## config.mk

```make
export PLATFORM = sky130hd
export DESIGN_NAME = low_freq_ctrl
export DESIGN_NICKNAME = d
export VERILOG_FILES = /design/src/rtl/low_freq_ctrl.sv
export SDC_FILE = /design/constraint.sdc
export NUM_CORES = 1
export LEC_CHECK = 0
export ABC_AREA = 1
export CORE_MARGIN = 2
export CORE_UTILIZATION = 46
export CTS_BUF_LIST = sky130_fd_sc_hd__clkbuf_2
export CTS_CLUSTER_DIAMETER = 150
export DETAILED_ROUTE_END_ITERATION = 16
export DONT_BUFFER_PORTS = 1
export MAX_ROUTING_LAYER = met4
export PLACE_DENSITY = 0.58
export REMOVE_ABC_BUFFERS = 1
export SLEW_MARGIN = 20
export SYNTH_ARGS = -nofsm -noshare
export SYNTH_HDL_FRONTEND = slang
export SYNTH_SLANG_ARGS = --single-unit
```

## constraint.sdc

```tcl
create_clock -name clk_i -period 1.7 [get_ports clk_i]
set_input_delay 0.425 -clock clk_i [delete_from_list [all_inputs] [get_ports clk_i]]
set_output_delay 0.425 -clock clk_i [all_outputs]
set_load 0.01 [all_outputs]
```

## src/rtl/low_freq_ctrl.sv

```systemverilog
// Sequencer for the auto-scaled low-frequency counter: measure period, divide, convert, normalise.
// Optional MEAS watchdog is built when LOW_FREQ_CTRL_TIMEOUT_EN is defined.
module low_freq_ctrl #(
    parameter logic [31:0] DIVIDEND       = 32'd1_000_000,
    parameter logic [31:0] TIMEOUT_CYCLES = 32'd50_000_000
) (
    input  logic        clk_i,
    input  logic        reset_ni,
    input  logic        start_i,
    output logic        meas_en_o,
    input  logic        period_done_i,
    input  logic [15:0] period_i,
    output logic        div_start_o,
    output logic [31:0] dividend_o,
    output logic [15:0] divisor_o,
    input  logic        div_done_i,
    input  logic [31:0] quotient_i,
    output logic        bcd_start_o,
    output logic [19:0] bin_o,
    input  logic        bcd_done_i,
    input  logic [23:0] bcd_i,
    output logic [15:0] digits_o,
    output logic [2:0]  dp_o,
    output logic        busy_o,
    output logic        done_o,
    output logic        err_o
);

    typedef enum logic [2:0] {
        S_IDLE, S_MEAS, S_DIV, S_BCD, S_SCALE, S_DONE, S_ERR
    } state_t;

    localparam logic [31:0] MAX_BIN = 32'd999_999;

    state_t      state_q, state_d;
    logic [15:0] divisor_q;
    logic [19:0] bin_q;
    logic [23:0] sreg_q;
    logic [2:0]  dp_cnt_q;
    logic [15:0] digits_q;
    logic [2:0]  dp_q;
    logic        err_q;
    logic        div_start_q;
    logic        bcd_start_q;

    logic        accept_start;
    logic        take_period;
    logic        take_quot;
    logic        take_bcd;
    logic        do_shift;
    logic        post;
    logic        go_err;
    logic        tmo_hit;
    logic [19:0] q_clamped;

    assign q_clamped = (quotient_i > MAX_BIN) ? MAX_BIN[19:0] : quotient_i[19:0];

`ifdef LOW_FREQ_CTRL_TIMEOUT_EN
    logic [31:0] tmo_cnt_q;

    // Counter reaching the limit on this MEAS cycle means TIMEOUT_CYCLES cycles elapsed.
    assign tmo_hit = (tmo_cnt_q + 32'd1 == TIMEOUT_CYCLES);

    always_ff @(posedge clk_i) begin
        if (!reset_ni) begin
            tmo_cnt_q <= '0;
        end else if (accept_start) begin
            tmo_cnt_q <= '0;
        end else if (state_q == S_MEAS) begin
            tmo_cnt_q <= tmo_cnt_q + 32'd1;
        end
    end
`else
    logic unused_tmo;
    assign unused_tmo = ^TIMEOUT_CYCLES;
    assign tmo_hit    = 1'b0;
`endif

    always_comb begin
        state_d      = state_q;
        accept_start = 1'b0;
        take_period  = 1'b0;
        take_quot    = 1'b0;
        take_bcd     = 1'b0;
        do_shift     = 1'b0;
        post         = 1'b0;
        go_err       = 1'b0;
        case (state_q)
            S_IDLE: begin
                if (start_i) begin
                    accept_start = 1'b1;
                    state_d      = S_MEAS;
                end
            end
            S_MEAS: begin
                // A period arriving on the timeout cycle still wins.
                if (period_done_i) begin
                    take_period = 1'b1;
                    if (period_i == 16'd0) begin
                        go_err  = 1'b1;
                        state_d = S_ERR;
                    end else begin
                        state_d = S_DIV;
                    end
                end else if (tmo_hit) begin
                    go_err  = 1'b1;
                    state_d = S_ERR;
                end
            end
            S_DIV: begin
                if (div_done_i) begin
                    take_quot = 1'b1;
                    state_d   = S_BCD;
                end
            end
            S_BCD: begin
                if (bcd_done_i) begin
                    take_bcd = 1'b1;
                    state_d  = S_SCALE;
                end
            end
            S_SCALE: begin
                if (sreg_q[23:20] == 4'd0 && dp_cnt_q < 3'd5) begin
                    do_shift = 1'b1;
                end else begin
                    post    = 1'b1;
                    state_d = S_DONE;
                end
            end
            S_DONE:  state_d = S_IDLE;
            S_ERR:   state_d = S_IDLE;
            default: state_d = S_IDLE;
        endcase
    end

    always_ff @(posedge clk_i) begin
        if (!reset_ni) begin
            state_q     <= S_IDLE;
            divisor_q   <= '0;
            bin_q       <= '0;
            sreg_q      <= '0;
            dp_cnt_q    <= '0;
            digits_q    <= '0;
            dp_q        <= '0;
            err_q       <= 1'b0;
            div_start_q <= 1'b0;
            bcd_start_q <= 1'b0;
        end else begin
            state_q     <= state_d;
            div_start_q <= take_period && (period_i != 16'd0);
            bcd_start_q <= take_quot;
            if (take_period) divisor_q <= period_i;
            if (take_quot)   bin_q     <= q_clamped;
            if (take_bcd) begin
                sreg_q   <= bcd_i;
                dp_cnt_q <= '0;
            end else if (do_shift) begin
                sreg_q   <= {sreg_q[19:0], 4'h0};
                dp_cnt_q <= dp_cnt_q + 3'd1;
            end
            // Result is posted on entry to DONE so it is valid alongside done_o.
            if (post) begin
                digits_q <= sreg_q[23:8];
                dp_q     <= dp_cnt_q;
            end
            if (accept_start)  err_q <= 1'b0;
            else if (go_err)   err_q <= 1'b1;
        end
    end

    assign meas_en_o   = (state_q == S_MEAS);
    assign busy_o      = (state_q != S_IDLE);
    assign done_o      = (state_q == S_DONE);
    assign div_start_o = div_start_q;
    assign bcd_start_o = bcd_start_q;
    assign dividend_o  = DIVIDEND;
    assign divisor_o   = divisor_q;
    assign bin_o       = bin_q;
    assign digits_o    = digits_q;
    assign dp_o        = dp_q;
    assign err_o       = err_q;

endmodule

```

==> impl_results.md, run 1 <==
- Status: complete, but fails checks
- Violated checks: negative setup slack
- Post-Route Utilization: 0.528
- Worst flop-to-flop path endpoint: sreg_q[21]
- Cell-internal power: 3.52 mW
- Std cell rows: 34
- Hold Path End: divisor_o[11]
- EDFF count, synth: 0
- Crit share post-route: 1.00
- Worst vdd ir: 0.491 mV
- Count of cells along the worst register-to-register path: 9
- Deepest clock path buffer count: 2
- Switching fraction of total power: 0.345
- Share of async-settable or async-resettable flops after synthesis: 0
- Non-filler instance count after layout: between 700 and 800
- Final-report setup violation count: 1
- Vias in the first global route: between 3000 and 4000
- Slowest library cell on the worst path: dfxtp_4
- Area share of the largest cell type after synthesis: 0.424
- Global-route usage over all layers: 0.206
- Area of the multi-input gates: between 1500 and 2000 µm²
- Launch point of the worst hold path: period_i[11]
- Leading post-synthesis cells by instance count: nor2_1 (104), nand2_1 (103), dfxtp_1 (88)
- Library cell used as clock root buffer: clkbuf_2
- Antenna Cells: 0
- Number of DRC markers in iteration 0: 117
- Maximum level of the CTS H-tree: 3
- Yosys Warn Count: 0
- Clock tree from TritonCTS: yes
- Via-per-instance ratio: slightly below 5
- Portion of total power attributed to combinational logic: 0.257
- Crit path buf inv count: 2
- Per-cell routed wire length: 13.8 µm
- Sequential cell fraction of total power: 0.490
- Delay of the slowest critical-path stage: approximately 410 ps
- Number of remaining DRC errors: 0
- Most frequent cell after synthesis: nor2_1
- Initial Utilization: 0.476
- Core Box Area: about 8700 µm²
- Ports: 171
- Total power density per cell area: approximately 1200 nW/µm²
- Die outline area: a little under 10000 µm²
- Layout cell share with drive strength beyond 1: 0.135
- Antenna Violating Nets Remaining: 0
- Post-Route Skew: about 19 ps
- Net Switching: 1.86 mW
- Hold depth: 2
- Critical path startpoint category: register
- Initial antenna violation count: 0
- Critical path's top delay family: flip-flops
- Critical path cell sequence: buf_4 > nor2_4 > inv_2
- Count of state elements after synthesis: 88
- Clock period minus final worst setup slack: approximately 1700 ps
- TritonCTS Sinks: between 80 and 90
- Main area contributors after synthesis: dfxtp_1 (42%), nor2_1 (9.4%), nand2_1 (9.3%)
- Number of filler cells placed in the layout: slightly above 900
- Final WS setup: -0.245 ps
- WS Path Type: reg -> out
- Syn Area/Cell: 7.38 µm²
- Wire length of the first global-routing pass: 16000 µm
- Half-perimeter wire length after placement: 6470 µm
- Largest net degree at the start of global routing: 46
- Unrepaired setup endpoints after global routing: yes
- Die Y: 99.0 µm
- Max-Cap Viols: 0
- Count of mapped cells out of synthesis: about 560
- Critical Path End Type: primary output
- Weighted congestion at the end of routability-driven global placement: 0.807
- Worst slack at placement: approximately 150 ps
- Leakage power summed over all cells: approximately 1.9 nW
- Sequential area share after synthesis: 0.424
- Port buffer count: 0
- Clock latency on the worst-skew pair: 530 ps
- Data arrival time of the critical path: between 1000 and 1500 ps
- Number of placed instances with taps included: approximately 660
- Horizontal die dimension: approximately 99 µm
- Synth Flop Type: dfxtp_1
- Clock share of power: 0.252
- Power consumption: approximately 5.4 mW
- Area Growth Syn to Fin: 11.0%
- Minimum setup slack among reg-to-reg paths: approximately 140 ps
- Maximum frequency from static timing analysis: about 590 MHz
- Total count of hold-check failures in the final report: 0
- Required time of the critical path: roughly 1300 ps
- Count of distinct cell types in the synthesized netlist: 39
- Synth area leader: dfxtp_1
- Overflow left after global routing: 0
- 1st-pass router iterations: 4
- Setup total negative slack: -0.245 ps
- Post-Syn Area: just over 4000 µm²
- Max-slew violation total from the final report: 0
- Worst R2R Start: state_q[1]
- Number of vias after detailed routing: between 3000 and 4000
- Maximum fanout along the worst path: 3
- Total Nets Final: 668
- Final routed wirelength across all metal layers: about 9700 µm
- Class of the most critical hold timing path: in -> reg
- Num CTS Buffers: 9
- Clk slew on worst S/H paths: 230 ps
- Area taken by flip-flops and latches: approximately 1800 µm²
==> cells by family (layout without fill, tap and decap cells) <==
kind of cell,count (synthesis),in the layout,share of synthesized area
AO/OA/AOI/OAI,121,121,0.174
XOR/XNOR,1,1,0.00211
adder cells (fa/ha/maj),1,1,0.00301
buffers and inverters,102,103,0.142
flip-flops,88,88,0.424
other,2,32,0.00181
AND/OR/NAND/NOR,247,247,0.253
==> what timing repair did <==
item                                    4_1_cts  5_1_grt
buffers inserted                              6        3
hold endpoints to repair                     49        3
endpoints found under the setup margin        3       17
gates cloned                                  0        0
gates resized for setup                      18        5
hold buffers                                 20        2
pin swaps                                     1        2
==> power by group through the flow <==
stage,Sequential [mW],Clock (mW),Combinational (mW)
finish,2.64,1.36,1.39
CTS,2.64,1.41,1.29
detailed placement,2.66,0,1.06
global route,2.67,1.50,1.58
floorplan,2.60,0,0.817
global placement,2.65,0,1.04
==> sequential cells by signal, summed over array words and instances (netlist names), 3 cells and up <==
register / flops
bin_o: 20
sreg_q: 24
state_q: 3
dp_o: 3
digits_o: 16
divisor_o: 16
dp_cnt_q: 3
==> per-stage QoR <==
step           hold WS, ps  instance area (µm²)
3_3_place_gp           449                 4090
5_1_grt              -1.74                 4610
4_1_cts              0.696                 4550
2_1_floorplan          440                 3840
3_5_place_dp           456                 4090
6_report              54.4                 4610
==> area by class of cell <==
class / count / area share
repair buffers: 44 / 0.0893
flip-flops and latches: 88 / 0.385
well taps: 108 / 0.0293
multi-input cells: 402 / 0.422
clock buffers: 10 / 0.0109
clock inverters: 5 / 0.0231
inverters: 44 / 0.0407
==> worst max-delay path by stage <==
stage | to | start | depth (start not counted) | slack, ps
after detailed placement | dp_cnt_q[2] | dp_cnt_q[0] | 5 | 150
after global placement | dp_cnt_q[2] | dp_cnt_q[0] | 5 | 170
after global routing | busy_o | state_q[1] | 4 | -90
after floorplan | bin_o[5] | state_q[2] | 7 | 90
after CTS | busy_o | state_q[1] | 4 | -50
final | busy_o | state_q[2] | 3 | -0.2
==> layer usage <==
layer	vias up	wire length, µm	track usage
li1	1767	-	-
met1	1542	4230	0.242
met2	101	4640	0.343
met3	10	735	0.0674
met4	0	87	0.0516
met5	-	0	-
==> layout by cell type (no fill, tap or decap), types with 2 or more instances in the layout <==
cell / n
buf_4: 20
nand4_1: 3
bufinv_16: 3
o21ai_0: 51
nand3_4: 2
nor2_2: 4
inv_4: 5
dfxtp_1: 85
clkbuf_2: 10
o21a_1: 18
nor2_4: 2
a21oi_2: 13
a21oi_1: 29
inv_6: 2
inv_1: 34
o21ai_1: 7
dfxtp_4: 3
or2_0: 8
dlygate4sd3_1: 21
nand2_2: 2
nand2_1: 102
nor2_1: 103
nand2_4: 2
buf_12: 2
nand3_1: 14
conb_1: 32
inv_2: 3
No activity file was read; power rests on OpenSTA's default activity.
==> inputs of run 2 (changes only) <==
--- a/config.mk
+++ b/config.mk
@@ -5,7 +5,7 @@
 export SDC_FILE = /design/constraint.sdc
 export NUM_CORES = 1
 export LEC_CHECK = 0
-export ABC_AREA = 1
+export ABC_AREA = 0
 export CORE_MARGIN = 2
 export CORE_UTILIZATION = 46
 export CTS_BUF_LIST = sky130_fd_sc_hd__clkbuf_2
==> run 2 against run 1 <==
- the run still ends with negative setup slack left
- sequential power fell by 15%
- count of clock-buffer cells in the layout is the same
- via count fell by 5.6%
- worst hold slack better by 1.1 ps
- sequential share of layout area is 2.0 points higher
==> impl_results.md, run 2 <==
- Largest Register: sreg_q
- Syn Area/Cell: roughly 8.2 µm²
- Horizontal die dimension: around 95 µm
- Worst R2R Start: state_q[0]
- Count of cells along the worst register-to-register path: 5
- Core Box Area: around 8100 µm²
- Synth Flop Type: dfxtp_1
- Crit share post-route: 1.08
- Maximum level of the CTS H-tree: 3
- WS Path Type: reg -> out
- Total power density per cell area: 937 nW/µm²
- Clk slew on worst S/H paths: 220 ps
- Critical Path Sink: busy_o
- Sequential area share after synthesis: 0.460
- Minimum setup slack among reg-to-reg paths: 80 ps
- Largest net degree at the start of global routing: 77
- Post-Syn Area: around 3800 µm²
- Wire length of the first global-routing pass: 14400 µm
- Number of placed instances with taps included: around 550
- Required time of the critical path: approximately 1300 ps
- Count of distinct cell types in the synthesized netlist: 44
- Half-perimeter wire length after placement: roughly 6100 µm
- Global-route usage over all layers: 0.211
- Count of state elements after synthesis: between 80 and 90
- Initial Utilization: 0.471
- Total count of hold-check failures in the final report: 0
- Area taken by flip-flops and latches: roughly 1800 µm²
- Deepest clock path buffer count: 2
- Largest register FFs: 24
- Area of the multi-input gates: between 1500 and 2000 µm²
- Unrepaired setup endpoints after global routing: yes
- Most frequent cell after synthesis: nand2_1
- Port buffer count: 0
- Non-filler instance count after layout: roughly 600
- Post-Route Skew: 20.8 ps
- Data arrival time of the critical path: ~1400 ps
- Overflow left after global routing: 0
- Max-Cap Viols: 0
- Share of async-settable or async-resettable flops after synthesis: 0
- Weighted congestion at the end of routability-driven global placement: roughly 0.8
- Die outline area: 9070 µm²
- Number of remaining DRC errors: 0
- Clock tree from TritonCTS: yes
- Most frequent cells in the layout: nand2_1 (121), dfxtp_1 (85), o21ai_0 (32), conb_1 (32), dlygate4sd3_1 (29)
- Final routed wirelength across all metal layers: ~9500 µm
- Clock latency on the worst-skew pair: between 500 and 600 ps
- Max-slew violation total from the final report: 0
- 1st-pass router iterations: 4
- Final WS setup: -137 ps
- CP Launch Point: state_q[1]
- Per-cell routed wire length: about 16 µm
- Initial antenna violation count: 0
- Std cell rows: 33
- Number of vias after detailed routing: approximately 3200
- Worst vdd ir: about 0.57 mV
- Number of DRC markers in iteration 0: 69
- Area Growth Syn to Fin: 14.5%
- Critical Path End Type: primary output
- Power consumption: about 4 mW
- Die Y: approximately 95 µm
- Via-per-instance ratio: approximately 5.4
- Main area contributors after synthesis: dfxtp_1 (46%), nand2_1 (12%), buf_4 (6.5%)
- Number of filler cells placed in the layout: roughly 810
- Maximum frequency from static timing analysis: 544 MHz
- Area share of the largest cell type after synthesis: 0.460
- Library cell used as clock root buffer: clkbuf_2
- Num CTS Buffers: 9
- Synth area leader: dfxtp_1
- TritonCTS Sinks: between 80 and 90
- Final-report setup violation count: 3
- Count of mapped cells out of synthesis: between 400 and 500
- EDFF count, synth: 0
- Antenna Violating Nets Remaining: 0
- Clock period minus final worst setup slack: between 1500 and 2000 ps
- Worst flop-to-flop path endpoint: state_q[0]
- Ports: around 170
- Total Nets Final: between 500 and 600
- Leakage power summed over all cells: roughly 1.6 nW
- Commonest non-fill, non-tap cell in the layout: nand2_1
- Yosys Warn Count: 0
- Layout cell share with drive strength beyond 1: 0.116
- Status: complete, but fails checks
- Leading post-synthesis cells by instance count: nand2_1 (121), dfxtp_1 (88), buf_4 (33), o21ai_0 (33), a21boi_0 (28)
- Class of the most critical hold timing path: in -> reg
- Antenna Cells: 0
- Critical path startpoint category: register
- Vias in the first global route: around 3000
- Violated checks: negative setup slack
- Maximum fanout along the worst path: 4
-- run 2: cell types whose count changed after synthesis, moves of 13 or more --
cell      delta
inv_1       -35
nand2_1     +18
o21a_1      -18
a21boi_0    +28
nor2_1      -90
a21oi_2     -13
o21ai_0     -18
a31oi_1     +16
-- run 2: metrics by stage --
step	utilization	worst slack, ps	cell area [µm²]	hold slack (ps)	TNS [ps]
2_1_floorplan	-	-293	3560	444	-7250
3_3_place_gp	0.469	-64.6	3820	457	-783
3_5_place_dp	0.469	-124	3820	460	-1600
4_1_cts	0.533	-190	4330	7.57	-416
5_1_grt	0.539	-243	4390	5.73	-685
6_report	0.539	-137	4390	55.5	-255
-- run 2: what timing repair did --
| action | 4_1_cts | 5_1_grt |
|---|---|---|
| setup buffers | 3 | 2 |
| hold buffers | 29 | 1 |
| pin swaps | 1 | 1 |
| setup endpoints to repair | 3 | 43 |
| resized for setup | 13 | 9 |
| endpoints found under the hold margin | 77 | 1 |
-- run 2: cell type report --
class,count,area share
clock buffer,10,0.0114
clock inverter,6,0.0245
inverter,1,0.000856
multi-input combinational,344,0.418
sequential,88,0.404
tap,105,0.0300
timing repair buffer,49,0.111
-- run 2: worst min path at each step --
stage	startpoint	endpoint	slack, ps	cells after the start
after floorplan	sreg_q[11]	digits_o[3]	440	2
after global placement	sreg_q[4]	sreg_q[8]	460	2
after detailed placement	sreg_q[6]	sreg_q[10]	460	2
after CTS	reset_ni	bin_o[7]	8	2
after global routing	quotient_i[5]	bin_o[5]	6	2
final	quotient_i[15]	bin_o[15]	60	2
-- run 2: critical path: stages (launching register included) --
cell and delay, ps:
dfxtp_4 390, buf_6 120, or3_4 400
-- run 2: kinds of logic (layout without fill, tap and decap cells) --
group                      Yosys count  in the layout  share of synthesized area
and+or+nand+nor                    185            185                      0.219
AOI/OAI and AO/OA                  122            122                      0.202
DFF                                 88             88                      0.460
buffers and inverters               63             66                      0.101
xor gates and xnor gates             3              3                    0.00686
other                                2             32                    0.00196
adders and majority gates            1              1                    0.00327
muxes                                1              1                    0.00588
-- run 2: power by group --
group	switching, mW	internal [mW]	leakage, nW
combinational	0.272	0.248	0.769
clock	0.702	0.636	0.0935
sequential	0.0929	2.16	0.713
-- run 2: per-layer routing --
metal | share of wire | GRT usage | vias to the layer above
met2 | 0.50 | 0.354 | 132
met5 | 0 | - | -
met4 | 0.014 | 0.0664 | 0
met1 | 0.40 | 0.237 | 1501
met3 | 0.084 | 0.0704 | 12
li1 | - | - | 1582
==> inputs of run 3 (changes only) <==
--- a/config.mk
+++ b/config.mk
@@ -7,13 +7,13 @@
 export LEC_CHECK = 0
 export ABC_AREA = 0
 export CORE_MARGIN = 2
-export CORE_UTILIZATION = 46
+export CORE_UTILIZATION = 45
 export CTS_BUF_LIST = sky130_fd_sc_hd__clkbuf_2
 export CTS_CLUSTER_DIAMETER = 150
 export DETAILED_ROUTE_END_ITERATION = 16
 export DONT_BUFFER_PORTS = 1
 export MAX_ROUTING_LAYER = met4
-export PLACE_DENSITY = 0.58
+export PLACE_DENSITY_LB_ADDON = 0.2
 export REMOVE_ABC_BUFFERS = 1
 export SLEW_MARGIN = 20
 export SYNTH_ARGS = -nofsm -noshare
==> run 3 against run 2 <==
- the flow still finishes with violations (negative setup slack)
- die area is 2.1% higher
- non-clock buffer count is 3 higher
- count of clock-buffer cells in the layout unchanged
- power fell by 3.8%
- largest cell class unchanged
- highest routed layer unchanged
==> impl_results.md, run 3 (synthesis gave the netlist of run 2 again) <==
- Worst flop-to-flop path endpoint: digits_o[0]
- Maximum fanout along the worst path: 5
- Status: complete, but fails checks
- Number of vias after detailed routing: roughly 3300
- Area Growth Syn to Fin: 14.2%
- Portion of total power attributed to combinational logic: 0.129
- Horizontal die dimension: ~96 µm
- Critical path's top delay family: flip-flops
- Total power density per cell area: around 900 nW/µm²
- Required time of the critical path: 1270 ps
- Number of remaining DRC errors: 0
- Deepest clock path buffer count: 2
- Sequential cell fraction of total power: 0.571
- Via-per-instance ratio: around 5.4
- Count of cells along the worst register-to-register path: 5
- Fin Hold WS: 36.3 ps
- Die Y: around 96 µm
- Critical path startpoint category: register
- Post-Route Skew: 37.3 ps
- Commonest non-fill, non-tap cell in the layout: nand2_1
- Minimum setup slack among reg-to-reg paths: ~130 ps
- Post-Route Utilization: 0.533
- Die outline area: just over 9000 µm²
- Final routed wirelength across all metal layers: ~9600 µm
- Vias in the first global route: 3096
- Antenna Violating Nets Remaining: 0
- Violated checks: negative setup slack
- Worst vdd ir: around 0.48 mV
- Worst R2R Start: state_q[2]
- Unrepaired setup endpoints after global routing: yes
- Clk slew on worst S/H paths: roughly 250 ps
- Clock latency on the worst-skew pair: approximately 540 ps
- Launch point of the worst hold path: reset_ni
- TritonCTS Sinks: 88
- Wire length of the first global-routing pass: ~15000 µm
- Clock tree from TritonCTS: yes
- Clock share of power: 0.300
- Routed wl met2: around 4700 µm
- Overflow left after global routing: 0
- Leakage power summed over all cells: 1.57 nW
- Delay of the slowest critical-path stage: between 400 and 500 ps
- Crit share post-route: 1.07
- Top sig layer: met4
- WS Path Type: reg -> out
- Crit path buf inv count: 0
- Total count of hold-check failures in the final report: 0
- Critical Path End Type: primary output
- Final-report setup violation count: 3
- Final WS setup: -111 ps
- Maximum level of the CTS H-tree: 3
- Initial Utilization: 0.466
- Global-route usage over all layers: 0.209
- Antenna Cells: 0
- Number of filler cells placed in the layout: around 810
- Maximum frequency from static timing analysis: around 550 MHz
- Ports: 171
- Initial antenna violation count: 1
- Net Switching: 1.06 mW
- Most frequent cells in the layout: nand2_1 (121), dfxtp_1 (85), o21ai_0 (32), conb_1 (32), dlygate4sd3_1 (30)
- Per-cell routed wire length: 15.8 µm
- Data arrival time of the critical path: about 1400 ps
- Number of DRC markers in iteration 0: approximately 120
- Largest net degree at the start of global routing: just under 70
- Max-Cap Viols: 0
- Hold Path End: sreg_q[7]
- Critical path cell sequence: or3_4
- Hold depth: 2
- Weighted congestion at the end of routability-driven global placement: between 0.7 and 0.8
- Met3 wire length: between 900 and 1000 µm
- Clock period minus final worst setup slack: between 1500 and 2000 ps
- Half-perimeter wire length after placement: between 6000 and 7000 µm
- Largest Register: sreg_q
- Port buffer count: 0
- Largest register FFs: 24
- Num CTS Buffers: 9
- Slowest library cell on the worst path: dfxtp_4
- Std cell rows: 33
- Wire length on met1: ~3800 µm
- Switching fraction of total power: 0.269
- Max-slew violation total from the final report: 0
- Layout cell share with drive strength beyond 1: 0.114
- Cell-internal power: between 2 and 3 mW
- Class of the most critical hold timing path: in -> reg
- Core Box Area: 8220 µm²
- 1st-pass router iterations: 4
- Library cell used as clock root buffer: clkbuf_2
- Total Nets Final: between 500 and 600
run 3: area by class of cell:
class	count	area (µm²)	share of cell area
Clock inverter	6	83.8	0.0192
Timing Repair Buffer	52	509	0.116
Multi-Input combinational cell	344	1830	0.417
Sequential cell	88	1770	0.405
Tap cell	105	131	0.0300
Inverter	1	3.75	0.000858
Clock buffer	10	50.0	0.0114
run 3: how the worst max path moves through the flow:
stage,slack (ps),cells after the start,to,start
after detailed placement,-130,5,bin_o[11],quotient_i[12]
after CTS,-150,1,busy_o,state_q[2]
after global routing,-200,1,busy_o,state_q[2]
final,-110,1,busy_o,state_q[2]
after global placement,-70,5,bin_o[13],quotient_i[12]
after floorplan,-290,4,sreg_q[10],state_q[0]
run 3: timing repair:
| item | 4_1_cts | 5_1_grt |
|---|---|---|
| endpoints found under the hold margin | 70 | 10 |
| setup endpoints to repair | 7 | 28 |
| setup buffers | 5 | 1 |
| cloned | 0 | 0 |
| gates resized for setup | 12 | 6 |
| pin swaps | 2 | 0 |
| hold buffers | 29 | 2 |
run 3: metrics by stage:
stage	TNS [ps]	std cells	power (mW)	setup WS, ps	instance area, µm²
after global routing	-565	606	4.14	-195	4380
after detailed placement	-1670	553	2.65	-132	3820
final	-268	606	3.95	-111	4380
after floorplan	-7250	433	2.54	-293	3560
after CTS	-356	603	3.98	-146	4330
after global placement	-784	553	2.64	-66.9	3820
run 3: layer usage:
layer | global-route usage | up-vias
met1 | 0.237 | 1509
met3 | 0.0854 | 9
met4 | 0.0762 | 0
met5 | - | -
li1 | - | 1595
met2 | 0.332 | 140
run 3: power groups by stage:
stage	logic (mW)	clock network, mW	registers, mW
after floorplan	0.260	0	2.28
after global placement	0.344	0	2.30
after detailed placement	0.352	0	2.30
after CTS	0.492	1.23	2.26
after global routing	0.565	1.30	2.27
final	0.509	1.18	2.26
